===== config.mk =====
export PLATFORM = sky130hd
export DESIGN_NAME = bcd_to_binary
export DESIGN_NICKNAME = d
export VERILOG_FILES = /design/src/rtl/bcd_to_binary.sv
export SDC_FILE = /design/constraint.sdc
export NUM_CORES = 1
export LEC_CHECK = 0
export BUFFER_PORTS_ARGS = -buffer_cell sky130_fd_sc_hd__buf_4
export CORE_ASPECT_RATIO = 1.4
export CORE_MARGIN = 2
export CORE_UTILIZATION = 26
export CTS_CLUSTER_SIZE = 25
export DETAILED_ROUTE_END_ITERATION = 8
export PLACE_DENSITY = 0.42
export REMOVE_ABC_BUFFERS = 1
export SLEW_MARGIN = 10
export SYNTH_ARGS = -nofsm -noshare
export SYNTH_HDL_FRONTEND = slang
export SYNTH_SLANG_ARGS = --single-unit

===== constraint.sdc =====
create_clock -name clk -period 3.1 [get_ports clk]
set_clock_uncertainty 0.2 [all_clocks]
set_input_delay 0 -clock clk [delete_from_list [all_inputs] [get_ports clk]]
set_output_delay 0 -clock clk [all_outputs]
set_load 0.005 [all_outputs]

===== src/rtl/bcd_to_binary.sv =====
// rtl/bcd_to_binary.sv - packed BCD to unsigned binary, one digit per clock (option: BCD_TO_BINARY_DIGIT_CHECK_EN)

module bcd_to_binary #(
    parameter int DIGITS = 4,
    parameter int WIDTH  = 14
) (
    input  logic                  clk,
    input  logic                  rst,
    input  logic                  start,
    input  logic [4*DIGITS-1:0]   bcd,
    output logic [WIDTH-1:0]      value,
    output logic                  ready,
    output logic                  error
);

    // Counter must be at least one bit wide even for a single-digit build.
    localparam int CW = (DIGITS > 1) ? $clog2(DIGITS) : 1;

    typedef enum logic {
        IDLE = 1'b0,
        RUN  = 1'b1
    } state_t;

    state_t                state;
    logic [4*DIGITS-1:0]   sreg;
    logic [WIDTH-1:0]      acc;
    logic [WIDTH-1:0]      acc_next;
    logic [WIDTH-1:0]      nib_ext;
    logic [CW-1:0]         cnt;
    logic [3:0]            nib;

    // Digit under conversion is always the top nibble of the shift register.
    assign nib = sreg[4*DIGITS-1 -: 4];

`ifdef BCD_TO_BINARY_DIGIT_CHECK_EN
    logic bad_flag;
    logic nib_bad;

    assign nib_bad = (nib > 4'd9);
`else
    // Without digit checking no result can be flagged.
    assign error = 1'b0;
`endif

    // Multiply-by-ten-and-add step, wrapping modulo 2^WIDTH.
    always_comb begin
        nib_ext  = WIDTH'(nib);
        acc_next = (acc << 3) + (acc << 1) + nib_ext;
    end

    // Control FSM with datapath registers and registered outputs.
    always_ff @(posedge clk) begin
        if (rst) begin
            state <= IDLE;
            ready <= 1'b1;
            value <= '0;
            acc   <= '0;
            cnt   <= '0;
            sreg  <= '0;
`ifdef BCD_TO_BINARY_DIGIT_CHECK_EN
            bad_flag <= 1'b0;
            error    <= 1'b0;
`endif
        end else if (state == IDLE) begin
            if (start) begin
                state <= RUN;
                ready <= 1'b0;
                sreg  <= bcd;
                acc   <= '0;
                cnt   <= CW'(DIGITS - 1);
`ifdef BCD_TO_BINARY_DIGIT_CHECK_EN
                bad_flag <= 1'b0;
`endif
            end
        end else begin
            acc  <= acc_next;
            sreg <= sreg << 4;
            cnt  <= cnt - 1'b1;
`ifdef BCD_TO_BINARY_DIGIT_CHECK_EN
            bad_flag <= bad_flag | nib_bad;
`endif
            if (cnt == '0) begin
                // Final digit consumed this edge: publish the result.
                state <= IDLE;
                ready <= 1'b1;
                value <= acc_next;
`ifdef BCD_TO_BINARY_DIGIT_CHECK_EN
                error <= bad_flag | nib_bad;
`endif
            end
        end
    end

endmodule


==> metrics.yaml, run 1 <==
status:
  outcome: "complete, but fails checks"
  failed_checks: "negative hold slack"
synthesis:
  synth.top_cells.by_area: "dfxtp_1 36%, ha_1 11%, mux2i_1 6.2%"
  commonest_cells_in_the_synthesized_netlist: "47 x dfxtp_1, 37 x nor2_1, 29 x a21oi_1"
  synth_top_cell_area_share: 0.363
  synth.cell_area_um2: 2590
  synth_enable_flop_cells: 0
  dominantRegCellSynth: "dfxtp_1"
  synthCells: 302
  synth-seq-cells: 47
  syn_avg_cell_area_um2: 8.58
  synth_cell_type_count: 48
  post-synth-top-area-cell: "dfxtp_1"
  yosys_warnings: 0
  synth_most_common_cell: "dfxtp_1"
  ys_seq_area_frac: 0.363
  async_reset_ff_frac: 0
placed_design:
  gp_routability_congestion: 0.749
  port_buffers: 33
  dp_hpwl_um: 4530
  pre_cts_ws_ns: 0.421
floorplanning:
  num_io_pins: 35
  chipHeight_um: 122
  fp.dieW_um: 88.4
  die_area_um2: 10800
  floorplan.initialDensity: 0.265
  rows: 43
  floorplan.core_area_um2: 9790
sta:
  finalHoldViolCount: 4
  final.min_clock_period_ns: 2.70
  timing.final.ws_setup_ns: 0.400
  tightest_slew_ns: 0.617
  tns_ns: 0
  finalSetupViolCount: 0
  drv_slew: 0
  fin_hold_ws_ns: -0.0191
  rsz0062_at_grt: "false"
  timing.fmax_mhz: 370
  timing.slew.headroom: 0.589
  min_period_over_period: 0.871
grt:
  largest_net_degree_at_the_start_of_global_routing: 64
  grt_first_pass_wirelength_um: 10800
  antenna_found_initial: 0
  first_global_vias: 2161
  globalRoute.totalOverflow: 0
  track_usage: 0.129
clock_network:
  cts_tree: "yes"
  path_clk_slew_ns: 0.07
  cts_root_buffer: "clkbuf_16"
  cts_repair_resize_count: 0
  worstSkewPairLatency_ns: 0.29
  cts_buffer_depth: 2
  cts_num_sinks: 47
  htree_levels: 2
  tritoncts.num_buffers: 5
worst_setup_path:
  timing.setup.critical_path_class: "flip-flop to flip-flop"
  path_max_fanout: 4
  crit_path_max_incr_delay_ns: 0.55
  timing.critical_path.required_ns: 3.05
  critical_path_arrival_ns: 2.65
  critPathLaunchType: "flip-flop"
  timing.critical_path.cells: "inv_1 -> fa_1 -> inv_1 -> ha_1 -> a211oi_1 -> o21bai_2 -> o22ai_1 -> xor2_1 -> a211oi_1"
  critical_path.reg2reg.startpoint: "acc[0]"
  worst_setup_path_startpoint: "acc[0]"
  worst_setup_end_kind: "flip-flop"
  crit_slowest_cell: "fa_1"
pwr:
  seq_power_share: 0.463
  netSwitchingFraction: 0.268
  clockPowerShare: 0.405
  power_density_over_cell_area_nw_per_um2: 423
  power_report.internal_total_w: 0.00102
  power.share.combinational: 0.133
  power.static_leakage_nw: 1.50
  vdd.ir_drop.worst_v: 0.000228
  power.switching_w: 0.000373
min_path:
  worstHoldStart: "rst"
  hold_path.class: "input pin to flip-flop"
detailed_routing:
  drtPass1Iterations: 4
  dr_total_vias: 2262
  detail-route-antenna-nets: 0
  wl_um: 6560
  route.detailed.vias_per_inst: 4.72
  drcViolationCount: 0
  wl_per_cell_um: 13.7
  drt_iter0_drc: 84
final_layout:
  areaGrowthSynthToFinish_pct: 26.8
  num-fill-cells: 1068
  numnets_final: 387
  drive_gt1_frac: 0.134
  final_util: 0.335
  num_antenna_cells: 0
flow_run:
  maxCapViolCount: 0
[power by group through the flow]
stage / clock network, W / logic (W) / registers, W
after floorplan: 0 / 0.0000823 / 0.000663
after global placement: 0 / 0.000167 / 0.000658
after detailed placement: 0 / 0.000168 / 0.000658
after CTS: 0.000588 / 0.000188 / 0.000644
after global routing: 0.000605 / 0.000207 / 0.000647
final: 0.000563 / 0.000184 / 0.000644
[sequential cells by signal, indices dropped and copies added (netlist names)]
register and cells:
state 1, sreg 16, ready 1, cnt 2
value 14, acc 13
[cell type report]
type	instances	area, µm²	area share
clock buffers	5	125	0.0381
flip-flops and latches	47	941	0.286
multi-input cells	221	1510	0.461
inverters	12	45.0	0.0137
well taps	135	169	0.0514
repair buffers	56	468	0.142
clock inverters	3	22.5	0.00686
[metrics by stage]
step                std cells  power (W)  area, µm²  hold slack, ns
finish                    479    0.00139       3280         -0.0191
detailed placement        452   0.000826       2950          0.0936
floorplan                 280   0.000745       2500          -0.131
global placement          452   0.000825       2950          0.0882
global route              479    0.00146       3280          0.0160
CTS                       479    0.00142       3280         0.00676
[layer usage]
metal  share of wire  routed length (µm)  GRT usage
met3           0.033                 217     0.0271
met1            0.44                2920      0.151
met4           0.021                 135     0.0511
met2            0.50                3290      0.225
met5               0                   0          0
[worst paths after layout]
kind,to,slack [ns],cells past startpoint
max,value[9],0.40,9
min,sreg[8],-0.02,2
max reg2reg,value[9],0.40,9
min reg2reg,value[2],0.26,2
[layout by cell type, fill, tap and decap left out, types with 6 or more instances in the layout]
master	count
nor3_1	7
o21ai_0	7
a21oi_1	29
nand3_1	9
nor2_1	37
a22oi_1	6
dfxtp_1	47
dlygate4sd3_1	19
nand2_1	21
inv_1	12
nand3b_1	9
mux2i_1	16
buf_4	37
ha_1	23
[worst max-delay path: cells and delay by family, from the launching register on]
kind,cells,cell delay (ns)
fa+ha+maj,2,0.85
compound gates,4,0.82
flops,1,0.36
xor+xnor,1,0.19
buf+inv,2,0.13
[cells by family (layout without fill, tap and decap cells)]
kind of cell    after synthesis  count (layout)  share of synthesized area
buf+inv                      34              76                     0.0526
xor+xnor                      6               6                     0.0203
other cells                   1               1                    0.00145
flops                        47              47                      0.363
compound gates               69              69                      0.172
fa+ha+maj                    25              25                      0.127
mux                          16              16                     0.0618
simple gates                104             104                      0.202
[timing repair]
action                     in CTS  in global routing
hold endpoints to repair       17                  0
setup endpoints to repair       0                  0
buffers inserted                0                  0
hold buffers                   19                  0
No activity file was read; power rests on OpenSTA's default activity.
==> run 2, diff against run 1 <==
--- a/config.mk
+++ b/config.mk
@@ -7,7 +7,7 @@
 export LEC_CHECK = 0
 export BUFFER_PORTS_ARGS = -buffer_cell sky130_fd_sc_hd__buf_4
 export CORE_ASPECT_RATIO = 1.4
-export CORE_MARGIN = 2
+export CORE_MARGIN = 5
 export CORE_UTILIZATION = 26
 export CTS_CLUSTER_SIZE = 25
 export DETAILED_ROUTE_END_ITERATION = 8
==> run 2 against run 1 <==
Effect of this change: the flow still finishes with violations (negative hold slack); utilization shrank 0.35 points; clock power shrank 5.2%; worst hold slack improved by 0.017 ns; via count shrank 0.27%; clock-buffer cell count rose by 1; fmax down 0.62%; total power is 2.1% lower; critical path depth is the same; final cell count shrank 0.21%; non-clock buffer count fell by 1; register-to-register slack worse by 0.02 ns; combinational power about the same.
==> metrics.yaml, run 2 (synthesized netlist as in run 1, its figures left out) <==
pwr:
  vdd.ir_drop.worst_v: 0.000351  # +54%
  power.static_leakage_nw: 1.49  # -0.72%
  power_density_over_cell_area_nw_per_um2: 417  # -1.6%
sta:
  tns_ns: 0  # unchanged
  drv_slew: 0  # unchanged
  finalHoldViolCount: 1  # -3
  final.min_clock_period_ns: 2.72  # +0.0169 ns
  rsz0062_at_grt: "false"
  min_period_over_period: 0.876  # +0.00547
  tightest_slew_ns: 0.626  # +0.00916 ns
  finalSetupViolCount: 0  # unchanged
  timing.final.ws_setup_ns: 0.383  # -0.0169 ns
  timing.slew.headroom: 0.583  # -0.00611
  fin_hold_ws_ns: -0.00248  # +0.0166 ns
  timing.fmax_mhz: 368  # -0.62%
min_path:
  whs_endpoint: "sreg[4]"
  hold_path.class: "input pin to flip-flop"
  worstHoldStart: "rst"
  holdPathStages: 2  # unchanged
final_layout:
  biggestRegsByFlops: "sreg x16, value x14, acc x13"
  most_frequent_cells_in_the_layout: "47 x dfxtp_1, 37 x nor2_1, 37 x buf_4"
  numnets_final: 386  # -0.26%
  most_frequent_standard_cell_in_the_layout_excluding_fill_and_tap_cells: "dfxtp_1"
  num_antenna_cells: 0  # unchanged
  areaGrowthSynthToFinish_pct: 26.1
  instances_no_fill: 478  # -0.21%
  largest_register_by_flop_count: "sreg"
  layout.cell_area.non_filler_um2: 3270  # -0.50%
  layout.area.seq_um2: 941  # unchanged
  num-fill-cells: 1031  # -3.5%
  drive_gt1_frac: 0.131  # -0.00253
  multi_input_comb_area_um2: 1510  # unchanged
  largest_reg_flops: 16  # unchanged
grt:
  track_usage: 0.115  # -0.0140
  globalRoute.totalOverflow: 0  # unchanged
  antenna_found_initial: 0  # unchanged
  first_global_vias: 2213  # +2.4%
  global_route.usage.met3: 0.0241  # -0.00303
  met1_usage: 0.134  # -0.0163
  largest_net_degree_at_the_start_of_global_routing: 64  # unchanged
  grt_first_pass_wirelength_um: 11100  # +2.6%
  global_route.usage.met2: 0.204  # -0.0210
  grt-busiest-layer: "met2"
worst_setup_path:
  timing.critical_path.required_ns: 3.10  # +0.05 ns
  worst-r2r-cell-count: 9  # unchanged
  r2r-end: "value[9]"
  worst_setup_end_kind: "flip-flop"
  path_max_fanout: 4  # unchanged
  critPathLaunchType: "flip-flop"
  timing.critical_path.cells: "inv_1 -> fa_1 -> inv_1 -> ha_1 -> a211oi_1 -> o21bai_2 -> o22ai_1 -> xor2_1 -> a211oi_1"
  timing.setup.critical_path_class: "flip-flop to flip-flop"
  crit_path_max_incr_delay_ns: 0.56  # about the same
  critical_path.reg2reg.startpoint: "acc[0]"
  reg2reg_setup_slack_ns: 0.38  # -0.02 ns
  critical_path_arrival_ns: 2.71  # +0.06 ns
  crit_slowest_cell: "fa_1"
floorplanning:
  floorplan.initialDensity: 0.263  # -0.00145
  rows: 43  # unchanged
  fp.dieW_um: 94.4  # +6.8%
  chipHeight_um: 128  # +4.9%
  floorplan.core_area_um2: 9850  # +0.55%
  die_area_um2: 12100  # +12%
  num_io_pins: 35  # unchanged
clock_network:
  tritoncts.num_buffers: 5  # unchanged
  path_clk_slew_ns: 0.07  # about the same
  cts_buffer_depth: 2  # unchanged
  cts_repair_resize_count: 0  # unchanged
  htree_levels: 2  # unchanged
  cts_root_buffer: "clkbuf_16"
  cts_tree: "yes"
  cts_num_sinks: 47  # unchanged
  worstSkewPairLatency_ns: 0.29  # about the same
  postCtsSetupBuffers: 0  # unchanged
  post_cts_hold_buffer_count: 18  # -1
placed_design:
  postPlaceCellArea_um2: 2950  # unchanged
  dp_cells: 452  # unchanged
  dp_hpwl_um: 4520  # -0.29%
  port_buffers: 33  # unchanged
  gp_routability_congestion: 0.765  # +2.1%
  pre_cts_ws_ns: 0.442  # +0.0212 ns
detailed_routing:
  wl_per_cell_um: 13.7  # +0.35%
  drcViolationCount: 0  # unchanged
  wl_um: 6570  # +0.14%
  drtPass1Iterations: 4  # unchanged
  route.detailed.vias_per_inst: 4.72  # about the same
  drt_iter0_drc: 62  # -26%
  detail-route-antenna-nets: 0  # unchanged
  dr_total_vias: 2256  # -0.27%
status:
  failed_checks: "negative hold slack"
  outcome: "complete, but fails checks"
flow_run:
  maxCapViolCount: 0  # unchanged
==> run 2: cell types whose count changed in the layout (fill, tap and decap cells not counted) <==
cell / change
dlygate4sd3_1: -1
clkinvlp_4: +1
clkbuf_1: +1
inv_6: -2
==> run 2: critical path: cells and delay by family, from the launching register on <==
family                   cells  cell delay (ns)
AO/OA/AOI/OAI                4             0.97
XOR/XNOR                     1             0.11
adder cells (fa/ha/maj)      2             0.87
buffers and inverters        2             0.13
flip-flops                   1             0.35
==> run 2: how the worst max path moves through the flow <==
stage | slack [ns] | from | end | depth (start not counted)
floorplan | 0.61 | sreg[15] | value[9] | 9
global placement | 0.46 | sreg[15] | value[9] | 9
detailed placement | 0.44 | acc[0] | value[9] | 9
CTS | 0.40 | acc[0] | value[9] | 9
global route | 0.26 | acc[0] | value[9] | 9
finish | 0.38 | acc[0] | value[9] | 9
==> run 2: layer usage <==
| metal | part of all wire | routed length (µm) |
|---|---|---|
| met1 | 0.43 | 2850 |
| met2 | 0.51 | 3330 |
| met3 | 0.039 | 253 |
| met4 | 0.020 | 130 |
| met5 | 0 | 0 |
==> run 2: area by class of cell <==
cell class                      instances  area share
Clock inverter                          2     0.00383
Multi-Input combinational cell        221       0.463
Timing Repair Buffer                   55       0.140
Clock buffer                            6      0.0394
Tap cell                              135      0.0517
Sequential cell                        47       0.288
Inverter                               12      0.0138
==> run 2: report_power, final <==
| group | internal, W | total [W] | switching (W) |
|---|---|---|---|
| Combinational | 0.0000850 | 0.000185 | 0.0000999 |
| Clock | 0.000298 | 0.000534 | 0.000236 |
| Sequential | 0.000628 | 0.000642 | 0.0000139 |
==> run 2: through the flow <==
step | util | hold slack (ns) | power (W)
4_1_cts | 0.332 | 0.00858 | 0.00139
3_3_place_gp | 0.299 | 0.0889 | 0.000825
3_5_place_dp | 0.299 | 0.0942 | 0.000826
6_report | 0.332 | -0.00248 | 0.00136
5_1_grt | 0.332 | 0.0444 | 0.00143
2_1_floorplan | - | -0.131 | 0.000745
==> run 3, diff against run 2 <==
--- a/config.mk
+++ b/config.mk
@@ -8,10 +8,11 @@
 export BUFFER_PORTS_ARGS = -buffer_cell sky130_fd_sc_hd__buf_4
 export CORE_ASPECT_RATIO = 1.4
 export CORE_MARGIN = 5
-export CORE_UTILIZATION = 26
+export CORE_UTILIZATION = 50
 export CTS_CLUSTER_SIZE = 25
 export DETAILED_ROUTE_END_ITERATION = 8
-export PLACE_DENSITY = 0.42
+export HOLD_SLACK_MARGIN = 0.05
+export PLACE_DENSITY = 0.71
 export REMOVE_ABC_BUFFERS = 1
 export SLEW_MARGIN = 10
 export SYNTH_ARGS = -nofsm -noshare
==> run 3 against run 2 <==
Effect of this change: the flow now finishes without violations; worst hold slack better by 0.26 ns; global-route usage is 8.5 points higher; worst setup slack improved by 0.017 ns; critical path depth unchanged; total power is 11% lower; fmax rose by 0.62%; via count grew 3.0%; critical path type unchanged; utilization up 31 points; sequential power about the same; sequential share of layout area down 0.088 points; flip-flop and latch count did not move; non-clock buffer count grew 15.
==> metrics.yaml, run 3 (synthesized netlist as in run 1, its figures left out) <==
status:
  outcome: "complete, no violations"
grt:
  global_route.usage.met2: 0.372  # +0.168
  grt-busiest-layer: "met2"
  grt_first_pass_wirelength_um: 10900  # -2.2%
  global_route.usage.met3: 0.0380  # +0.0139
  track_usage: 0.200  # +0.0849
  largest_net_degree_at_the_start_of_global_routing: 64  # unchanged
  met1_usage: 0.221  # +0.0863
  first_global_vias: 2385  # +7.8%
  antenna_found_initial: 0  # unchanged
  globalRoute.totalOverflow: 0  # unchanged
final_layout:
  num-fill-cells: 458  # -56%
  biggestRegsByFlops: "sreg x16, value x14, acc x13"
  layout.cell_area.non_filler_um2: 3280  # +0.31%
  drive_gt1_frac: 0.123  # -0.00829
  numnets_final: 401  # +3.9%
  largest_reg_flops: 16  # unchanged
  areaGrowthSynthToFinish_pct: 26.5
  largest_register_by_flop_count: "sreg"
  most_frequent_standard_cell_in_the_layout_excluding_fill_and_tap_cells: "dfxtp_1"
  layout.area.seq_um2: 941  # unchanged
  multi_input_comb_area_um2: 1510  # unchanged
  final_util: 0.640  # +0.308
  most_frequent_cells_in_the_layout: "47 x dfxtp_1, 37 x nor2_1, 36 x buf_4"
  num_antenna_cells: 0  # unchanged
worst_setup_path:
  critPathLaunchType: "flip-flop"
  timing.critical_path.cells: "inv_1 -> fa_1 -> inv_1 -> ha_1 -> a211oi_1 -> o21bai_2 -> a31oi_1 -> or4_1 -> nand3_1"
  worst_path_dominant_cell_family: "adder cells"
  path_buf_inv: 2  # unchanged
  timing.setup.critical_path_class: "flip-flop to flip-flop"
  critical_path_arrival_ns: 2.75  # +0.04 ns
  worst-r2r-cell-count: 9  # unchanged
  worst_setup_end_kind: "flip-flop"
  critical_path.reg2reg.startpoint: "acc[0]"
  reg2reg_setup_slack_ns: 0.40  # +0.02 ns
  crit_path_max_incr_delay_ns: 0.56  # about the same
  worst_setup_path_startpoint: "acc[0]"
  r2r-end: "value[11]"
  crit_slowest_cell: "fa_1"
  path_max_fanout: 4  # unchanged
  critical-path-top-cell-by-count: "inv_1"
  critPathCapture: "value[11]"
  crit_cells: 9  # unchanged
  timing.critical_path.required_ns: 3.15  # +0.05 ns
detailed_routing:
  wl_per_cell_um: 14.6  # +6.0%
  drt_iter0_drc: 74  # +19%
  wl_um: 6170  # -6.0%
  dr_total_vias: 2323  # +3.0%
  route.detailed.vias_per_inst: 5.48  # +16%
  drtPass1Iterations: 4  # unchanged
  detail-route-antenna-nets: 0  # unchanged
  drcViolationCount: 0  # unchanged
placed_design:
  gp_routability_congestion: 0.936  # +22%
  postPlaceCellArea_um2: 2850  # -3.2%
  port_buffers: 33  # unchanged
  dp_hpwl_um: 3970  # -12%
  pre_cts_ws_ns: 0.419  # -0.0226 ns
pwr:
  power_report.internal_total_w: 0.000887  # -12%
  power.switching_w: 0.000330  # -5.8%
  power.share.combinational: 0.167  # +0.031
  power.static_leakage_nw: 1.55  # +3.9%
  netSwitchingFraction: 0.271  # +0.0141
  vdd.ir_drop.worst_v: 0.000340  # -3.3%
  clockPowerShare: 0.305  # -0.087
  power_density_over_cell_area_nw_per_um2: 371  # -11%
  seq_power_share: 0.528  # +0.056
sta:
  tightest_slew_ns: 0.632  # +0.00591 ns
  rsz0062_at_grt: "false"
  timing.slew.headroom: 0.578  # -0.00496
  finalHoldViolCount: 0  # -1
  tns_ns: 0  # unchanged
  drv_slew: 0  # unchanged
  timing.final.ws_setup_ns: 0.400  # +0.0168 ns
  final.min_clock_period_ns: 2.70  # -0.0168 ns
  min_period_over_period: 0.871  # -0.00543
  timing.fmax_mhz: 370  # +0.62%
  finalSetupViolCount: 0  # unchanged
  fin_hold_ws_ns: 0.256  # +0.258 ns
floorplanning:
  num_io_pins: 35  # unchanged
  floorplan.core_area_um2: 5120  # -48%
  floorplan.initialDensity: 0.506  # +0.243
  chipHeight_um: 95.2  # -26%
  die_area_um2: 6740  # -44%
  rows: 31  # -28%
  fp.dieW_um: 70.8  # -25%
clock_network:
  cts_tree: "yes"
  cts_num_sinks: 47  # unchanged
  postCtsSetupBuffers: 0  # unchanged
  path_clk_slew_ns: 0.09  # +0.02 ns
  worstSkewPairLatency_ns: 0.30  # about the same
  cts_buffer_depth: 2  # unchanged
  cts_repair_resize_count: 0  # unchanged
  cts_root_buffer: "clkbuf_8"
  htree_levels: 2  # unchanged
  tritoncts.num_buffers: 5  # unchanged
flow_run:
  maxCapViolCount: 0  # unchanged
min_path:
  hold_path.class: "flip-flop to flip-flop"
[run 3: metal layers]
layer	vias to the layer above	wire length, µm	part of all wire
met3	14	241	0.039
li1	1178	-	-
met2	53	3230	0.52
met5	-	0	0
met4	0	160	0.026
met1	1078	2540	0.41
[run 3: stage by stage]
| step | std cells | total power [W] |
|---|---|---|
| 3_5_place_dp | 382 | 0.000819 |
| 2_1_floorplan | 280 | 0.000745 |
| 6_report | 424 | 0.00122 |
| 5_1_grt | 424 | 0.00127 |
| 4_1_cts | 424 | 0.00122 |
| 3_3_place_gp | 382 | 0.000815 |
[run 3: final cells by class]
class | instances | share of cell area
Clock buffer | 6 | 0.0221
Clock inverter | 2 | 0.00382
Inverter | 12 | 0.0137
Multi-Input combinational cell | 221 | 0.462
Sequential cell | 47 | 0.287
Tap cell | 66 | 0.0252
Timing Repair Buffer | 70 | 0.186
[run 3: power groups by stage]
stage	registers [W]	clock network [W]	logic [W]
floorplan	0.000663	0	0.0000823
detailed placement	0.000657	0	0.000162
global placement	0.000656	0	0.000159
global route	0.000645	0.000395	0.000229
CTS	0.000643	0.000374	0.000201
finish	0.000643	0.000371	0.000203
[run 3: worst min-delay path by stage]
stage / from / endpoint / slack, ns / depth (start not counted)
detailed placement: bcd[2] / sreg[2] / 0.09 / 3
CTS: value[5] / value[5] / 0.26 / 2
finish: value[6] / value[6] / 0.26 / 2
global route: value[5] / value[5] / 0.28 / 2
floorplan: rst / value[0] / -0.13 / 1
global placement: bcd[2] / sreg[2] / 0.09 / 3
[run 3: worst reg2reg max path, stage by stage (launching register included)]
cell and delay, ns:
dfxtp_1 0.36, inv_1 0.07, fa_1 0.56, inv_1 0.06, ha_1 0.29, a211oi_1 0.08, o21bai_2 0.26, a31oi_1 0.19
or4_1 0.49, nand3_1 0.09
[run 3: what timing repair did]
action	CTS	global route
setup endpoints to repair	0	0
endpoints found under the hold margin	34	0
hold buffers	34	0
